File: src/rtl/cosim_vector_sequencer.sv
// Clocked sequencer for a combinational gate DUT: fetches stimulus/expected
// pairs, holds the stimulus for SETTLE cycles, compares the DUT response and
// accumulates per-run pass/fail statistics.
module cosim_vector_sequencer #(
  parameter int unsigned WIDTH  = 128,
  parameter int unsigned SETTLE = 2,
  parameter int unsigned CNT_W  = 16
) (
  input  logic             clk,
  input  logic             rst,
  input  logic             start,
  input  logic [CNT_W-1:0] num_vectors,
  input  logic             vec_valid,
  output logic             vec_ready,
  input  logic [WIDTH-1:0] vec_data,
  input  logic [WIDTH-1:0] exp_data,
  output logic [WIDTH-1:0] dut_in,
  input  logic [WIDTH-1:0] dut_out,
  output logic             busy,
  output logic             done,
  output logic             res_valid,
  output logic             res_pass,
  output logic [CNT_W-1:0] mismatch_count,
  output logic             first_fail_valid,
  output logic [CNT_W-1:0] first_fail_idx
);

  localparam int unsigned SET_W = (SETTLE > 1) ? $clog2(SETTLE) : 1;

  typedef enum logic [2:0] {
    S_IDLE,
    S_FETCH,
    S_APPLY,
    S_CHECK,
    S_DONE
  } state_t;

  state_t           state;
  logic [CNT_W-1:0] n_reg;
  logic [CNT_W-1:0] idx;
  logic [WIDTH-1:0] exp_reg;
  logic [SET_W-1:0] settle_cnt;

  // Sequencer FSM; outputs are registered and updated on each state change so
  // they line up with the state they describe. The DUT response is captured on
  // the last APPLY edge, after dut_in has been stable for SETTLE cycles, and is
  // presented as res_valid/res_pass during CHECK.
  always_ff @(posedge clk) begin
    if (rst) begin
      state            <= S_IDLE;
      n_reg            <= '0;
      idx              <= '0;
      exp_reg          <= '0;
      settle_cnt       <= '0;
      dut_in           <= '0;
      vec_ready        <= 1'b0;
      busy             <= 1'b0;
      done             <= 1'b0;
      res_valid        <= 1'b0;
      res_pass         <= 1'b0;
      mismatch_count   <= '0;
      first_fail_valid <= 1'b0;
      first_fail_idx   <= '0;
    end else begin
      done      <= 1'b0;
      res_valid <= 1'b0;
      case (state)
        S_IDLE: begin
          if (start) begin
            idx              <= '0;
            mismatch_count   <= '0;
            first_fail_valid <= 1'b0;
            first_fail_idx   <= '0;
            if (num_vectors != '0) begin
              n_reg     <= num_vectors;
              busy      <= 1'b1;
              vec_ready <= 1'b1;
              state     <= S_FETCH;
            end else begin
              done  <= 1'b1;
              state <= S_DONE;
            end
          end
        end
        S_FETCH: begin
          if (vec_valid) begin
            dut_in     <= vec_data;
            exp_reg    <= exp_data;
            settle_cnt <= SET_W'(SETTLE - 1);
            vec_ready  <= 1'b0;
            state      <= S_APPLY;
          end
        end
        S_APPLY: begin
          if (settle_cnt == '0) begin
            res_valid <= 1'b1;
            res_pass  <= (dut_out == exp_reg);
            state     <= S_CHECK;
          end else begin
            settle_cnt <= settle_cnt - SET_W'(1);
          end
        end
        S_CHECK: begin
          if (!res_pass) begin
            if (mismatch_count != '1) begin
              mismatch_count <= mismatch_count + CNT_W'(1);
            end
            if (!first_fail_valid) begin
              first_fail_valid <= 1'b1;
              first_fail_idx   <= idx;
            end
          end
          if (idx == n_reg - CNT_W'(1)) begin
            busy  <= 1'b0;
            done  <= 1'b1;
            state <= S_DONE;
          end else begin
            idx       <= idx + CNT_W'(1);
            vec_ready <= 1'b1;
            state     <= S_FETCH;
          end
        end
        S_DONE: begin
          state <= S_IDLE;
        end
        default: begin
          state <= S_IDLE;
        end
      endcase
    end
  end

endmodule

File: config.mk
export PLATFORM = sky130hd
export DESIGN_NAME = cosim_vector_sequencer
export DESIGN_NICKNAME = d
export VERILOG_FILES = /design/src/rtl/cosim_vector_sequencer.sv
export SDC_FILE = /design/constraint.sdc
export NUM_CORES = 1
export LEC_CHECK = 0
export CELL_PAD_IN_SITES_DETAIL_PLACEMENT = 1
export CELL_PAD_IN_SITES_GLOBAL_PLACEMENT = 1
export CORE_AREA = 2 2 219 221
export DETAILED_ROUTE_END_ITERATION = 8
export DIE_AREA = 0 0 221 223
export HOLD_SLACK_MARGIN = 0.08
export MAX_ROUTING_LAYER = met4
export PLACE_DENSITY_LB_ADDON = 0.15
export SYNTH_ARGS = -nofsm -noshare
export SYNTH_HDL_FRONTEND = slang
export SYNTH_SLANG_ARGS = --single-unit
export TNS_END_PERCENT = 10
File: constraint.sdc
create_clock -name clk -period 3 [get_ports clk]
set_input_delay 0.6 -clock clk [delete_from_list [all_inputs] [get_ports clk]]
set_output_delay 0.6 -clock clk [all_outputs]
set_load 0.01 [all_outputs]
## Yosys cells after proc, flatten, opt, wreduce, memory -nomap -nowiden

Cells that the tools add are included.

- Bits in registers: 330
- Input bits: 404

- Add/subtract/negate cells: 4
- Mux-type cells: 33
- Bitwise logic cells: 2
- Reduce and logical (&&, ||, !) cells: 17
- Equality and inequality tests: 15

Operators by type and width:

| cell | number |
|---|---|
| $eq A128 B128 Y1 | 1 |
| $mux W16 | 6 |
| $pmux W16 S2 | 3 |
| $add A16 B1 Y16 const B | 2 |
| $ne A2 B2 Y1 const B | 9 |
| $eq A16 B16 Y1 | 1 |
| $ne A16 B16 Y1 const B | 1 |
| $reduce_bool A16 Y1 | 1 |
| $sub A16 B1 Y16 const B | 1 |
| $mux W3 | 5 |
| $mux W1 | 13 |
| $pmux W3 S4 | 1 |
| $reduce_and A3 Y1 | 4 |
| $reduce_and A4 Y1 | 3 |
| $pmux W1 S2 | 4 |
| $eq A3 B2 Y1 const B | 2 |
| $reduce_and A2 Y1 | 3 |
| $reduce_and A5 Y1 | 1 |
| $reduce_bool A2 Y1 | 2 |
| $eq A3 B1 Y1 const B | 1 |
| $logic_not A3 Y1 | 1 |
| $pmux W1 S3 | 1 |
| $reduce_bool A3 Y1 | 1 |
| $not A1 Y1 | 2 |
| 2 further kinds | 2 |

## Depth between registers and ports, before layout

- Word-level depth: 4
- Depth in mapped cells: 10

## Worst setup path after synthesis

No wires, ideal clock.

- Kind: register to register
- Start point: register n_reg[0]
- End point: register idx[12]
- Data arrival time: 2614 ps
- Setup time: 72 ps
- Path buffers: 0
- Stages on the path, launching flop included: 10
- Data required time: 2928 ps
- Slack: 314 ps
- Clock period less this slack: 2686 ps
- Cell sequence: dfxtp_1 > inv_1 > ha_1 > nor4b_2 > nand4_1 > xnor2_1 > a311oi_1 > nand3_2 > nand4_1 > mux2i_1

- Cells in the longest elaborated chain, start to end: 4

RTL lines:

| what | line | RTL |
|---|---|---|
| start: declaration | 39 | `logic [CNT_W-1:0] n_reg;` |
| start signal: assignment | 75 | `n_reg <= num_vectors;` |
| $sub A16 B1 Y16 | 113 | `if (idx == n_reg - CNT_W'(1)) begin` |
| $eq A16 B16 Y1 | 113 |  |
| $ne A2 B2 Y1 (no line) | - |  |
| $reduce_and A3 Y1 (no line) | - |  |
| end signal: assignment | 118 | `idx <= idx + CNT_W'(1);` |
| end: declaration | 40 | `logic [CNT_W-1:0] idx;` |

No other way between the ends.
A chain may end at the register's enable or synchronous reset.

## Final worst setup path

- Start point: register n_reg[8]
- End point: register idx[8]

The elaborated chain is that of the path after synthesis.

==> out/results.txt <==
In this run, the number of DRC markers left after iteration 0 of detailed routing was 570. The area overhead of the layout relative to synthesis came out at 56.9%. The logs give 49300 um2 for the die footprint and 0 for the final count of negative-setup-slack endpoints. The number of failing hold endpoints at the final stage came out at 0. The tools report the internal power contribution as 0.00863 W.

Synthesis inferred 330 register bits. Transition time of the tightest slew-check pin: 0.663 ns. In this run, distinct cell masters in the synthesized netlist total 58. The combined global-route utilization of all metal layers was 0.238; the async set-reset flop share out of synthesis was 0. The clock passes through at most 3 buffers. The number of antenna-violating nets in the routed design came out at 0.

The number of filler instances in the final layout came out at 5626. Of all nets on the critical path, the largest fanout is 7. The slowest library cell on the worst path was sky130_fd_sc_hd__or4_1. The placed instances occupy a cell area of 20300 um2. The clock drives 330 sinks. Across the VDD grid, the largest voltage drop is 0.447 mV. STA classifies the critical path startpoint as a register. The clock transition at the registers of the reported paths came out at 0.06 ns. For the post-synthesis cell area, the log shows 13900 um2. In this run the worst hold path is classified as register to register.

The flow ran to the end, and the final reports show no timing, DRC or antenna violations. CTS built an H-tree with a depth of 2. TritonCTS built the clock tree.

Counting buffers and inverters, the worst setup path is 7 cells deep. The count of buffers inserted at the top-level ports was 569. For the worst setup path, the data required time is 3.49 ns. For this design, the CTS-stage hold fixing added 0 buffers.

Proportion of synthesized chip area in sequential cells: 0.476. The number of global-route vias before repair was 14900. The combinational share of power is 0.154, and the fraction of layout instances using a drive strength above 1 is 0.0538.

Setup repair after global routing could not meet its margin everywhere. The net switching share of the total power is 0.253. The run gives 0.0713 ns as the worst-case setup slack after placement. Share of the synthesized area in the top cell type: 0.476. The endpoint kind of the worst setup timing path was a register. The run gives 88200 um as the first-pass GRT wire length.

After legalization and detailed placement, the total HPWL measured 44700 um. The number of slew-limit violations in the final report was 0. For this run, the slowest stage of the critical path takes 0.57 ns. The synthesized design contains 0 enable-type register cells. The most prevalent standard cell on the critical path is sky130_fd_sc_hd__or4_1.

The post-layout net count was 2682. The primary flip-flop cell chosen by synthesis mapping was sky130_fd_sc_hd__dfxtp_1. Final critical-path setup slack: 0.107 ns.

After detailed routing, the average wire length per cell comes to 20.0 um. The die is 221 um wide. Among cell families on the critical path, the largest total delay comes from simple AND/OR/NAND/NOR gates. Traced cell by cell, the critical path runs through or4_1, or3_1, a211o_1, a2111oi_4, and3_2, or4_1, mux2i_1. The number of ports placed on the die boundary is 570, and the remaining design rule violation count is 0. The logs give 21800 um2 for the post-layout instance area and 0.554 for the worst slew margin relative to its limit. The instance count of the mapped netlist was 1743; the number of cells traversed by the worst register-to-register path was 7. The arrival time at the worst endpoint is 3.38 ns, and the detailed-route vias per instance is 4.77. The final hold slack was 0.452 ns.

The number of antenna violations at the first check in global routing is 26, and the number of maximum-capacitance constraint violations is 0. The share of the clock period used by the worst path after layout is 0.964, and the area used by multi-input combinational logic is 6810 um2. A synthesized cell averages 7.96 um2.

Timing would allow up to 346 MHz. The kind of critical path is register to register. The later pin in the worst-skew pair is clocked with a latency of 0.56 ns.

The tools report the cell at the root of the clock tree as sky130_fd_sc_hd__clkbuf_16. Ranked by total cell area, the synthesized netlist is headed by sky130_fd_sc_hd__dfxtp_1 (48%), sky130_fd_sc_hd__nand2_1 (15%), sky130_fd_sc_hd__a21oi_1 (11%). Floorplan die height: 223 um.

The logs give 0 for the count of yosys warnings during synthesis and 59000 um for the total wire length after detailed routing. Entering global routing, the biggest net connects 105 pins. The final route contains 14000 vias. The net count after synthesis came out at 2150. Summed over all nets, the switching power comes to 0.00292 W.

Most area-hungry cell type in the Yosys netlist: sky130_fd_sc_hd__dfxtp_1. The core region is 47100 um2. The sum of overflow across all layers after global routing was 0; the number of rows created at floorplan was 80.

The logs give 0.439 for the clock share of power and 0.0181 ns for the final setup skew. The first detailed-routing pass took 4 iterations. The sequential fraction of design power was 0.407. After layout, the minimum clock period comes to 2.89 ns. The logs give 40 for the number of buffers created by CTS and 0.294 for the initial standard-cell utilization of the core.

At the end of routability-driven placement, the weighted congestion stood at 0.855. Along the worst hold path, the cell count comes to 2. The run gives 7.82 nW as the cell leakage power.

Together, buffers and inverters on the worst path number 0. Power spread over the standard cell area amounts to 531 nW/um2. Adding up every negative setup slack in the final design gives 0 ns. The tools report the area taken by flip-flops and latches as 6610 um2.
==> area by class of cell <==
type                    instances  area share
well taps                     615      0.0354
clock inverters                13     0.00793
repair buffers                600       0.280
diodes                         26     0.00299
multi-input cells            1288       0.313
clock buffers                  59      0.0548
flip-flops and latches        330       0.304
inverters                      15     0.00259
==> placed cells by master, fill, tap and decap left out, types with 4 or more instances in the layout <==
| cell | instances |
|---|---|
| sky130_fd_sc_hd__a21oi_1 | 293 |
| sky130_fd_sc_hd__a31o_2 | 5 |
| sky130_fd_sc_hd__and3_1 | 5 |
| sky130_fd_sc_hd__buf_12 | 13 |
| sky130_fd_sc_hd__buf_4 | 18 |
| sky130_fd_sc_hd__bufinv_16 | 4 |
| sky130_fd_sc_hd__clkbuf_1 | 8 |
| sky130_fd_sc_hd__clkbuf_16 | 41 |
| sky130_fd_sc_hd__clkbuf_8 | 10 |
| sky130_fd_sc_hd__clkdlybuf4s50_1 | 568 |
| sky130_fd_sc_hd__clkinv_2 | 7 |
| sky130_fd_sc_hd__dfxtp_1 | 330 |
| sky130_fd_sc_hd__diode_2 | 26 |
| sky130_fd_sc_hd__inv_1 | 15 |
| sky130_fd_sc_hd__mux2i_1 | 19 |
| sky130_fd_sc_hd__nand2_1 | 556 |
| sky130_fd_sc_hd__nand3_1 | 30 |
| sky130_fd_sc_hd__nand3b_1 | 5 |
| sky130_fd_sc_hd__nand4_1 | 27 |
| sky130_fd_sc_hd__nor2_1 | 53 |
| sky130_fd_sc_hd__nor3_1 | 13 |
| sky130_fd_sc_hd__nor4_1 | 41 |
| sky130_fd_sc_hd__o21ai_0 | 9 |
| sky130_fd_sc_hd__or3_1 | 10 |
| sky130_fd_sc_hd__xnor2_1 | 53 |
| sky130_fd_sc_hd__xor2_1 | 107 |
==> kinds of logic after synthesis <==
logic type                 after synthesis  synth area share
muxes                                   19            0.0137
and+or+nand+nor                        768             0.237
DFF                                    330             0.476
adders and majority gates                3           0.00271
AOI/OAI and AO/OA                      338             0.134
buffers and inverters                  125            0.0347
xor gates and xnor gates               160             0.101
==> synthesized netlist by cell type, drive strengths merged, types with 10 or more instances <==
master,instances
a21oi,295
buf,11
clkbuf,98
dfxtp,330
inv,15
mux2i,19
nand2,556
nand3,31
nand4,27
nor2,54
nor3,13
nor4,42
o21ai,10
or3,10
xnor2,53
xor2,107
==> power by group through the flow <==
stage	registers, W	logic, W	clock network [W]
after floorplan	0.00480	0.000736	0
after global placement	0.00479	0.00176	0
after detailed placement	0.00480	0.00179	0
after CTS	0.00470	0.00180	0.00524
after global routing	0.00473	0.00194	0.00539
final	0.00471	0.00178	0.00507
==> worst paths after layout <==
kind	startpoint	end	slack (ns)
worst min register to register	dut_in[86]	dut_in[86]	0.45
worst min-delay path	dut_in[86]	dut_in[86]	0.45
worst max-delay path	n_reg[8]	idx[8]	0.11
worst max register to register	n_reg[8]	idx[8]	0.11
==> metrics by stage <==
step	instances	util	power, W
after detailed placement	2848	0.431	0.00659
final	2946	0.462	0.0116
after floorplan	1743	-	0.00554
after global routing	2945	0.462	0.0121
after CTS	2920	0.460	0.0117
after global placement	2848	0.431	0.00655
==> tightest hold or removal path: stages (launching register included) <==
cell and delay (ns):
sky130_fd_sc_hd__dfxtp_1 0.30, sky130_fd_sc_hd__nand2_1 0.05, sky130_fd_sc_hd__a21oi_1 0.05
==> per-layer routing <==
metal	vias up	part of all wire	global-route usage	routed length [um]
met5	-	0	-	0
met4	0	0.025	0.0818	1480
met3	77	0.068	0.0697	4030
met2	355	0.51	0.419	30100
met1	6708	0.40	0.256	23300
li1	6901	-	-	-
==> timing repair <==
action,CTS,global route
endpoints found under the setup margin,0,12
gates resized for setup,0,2
setup buffers,0,0
(Power assumes the default switching activity.)
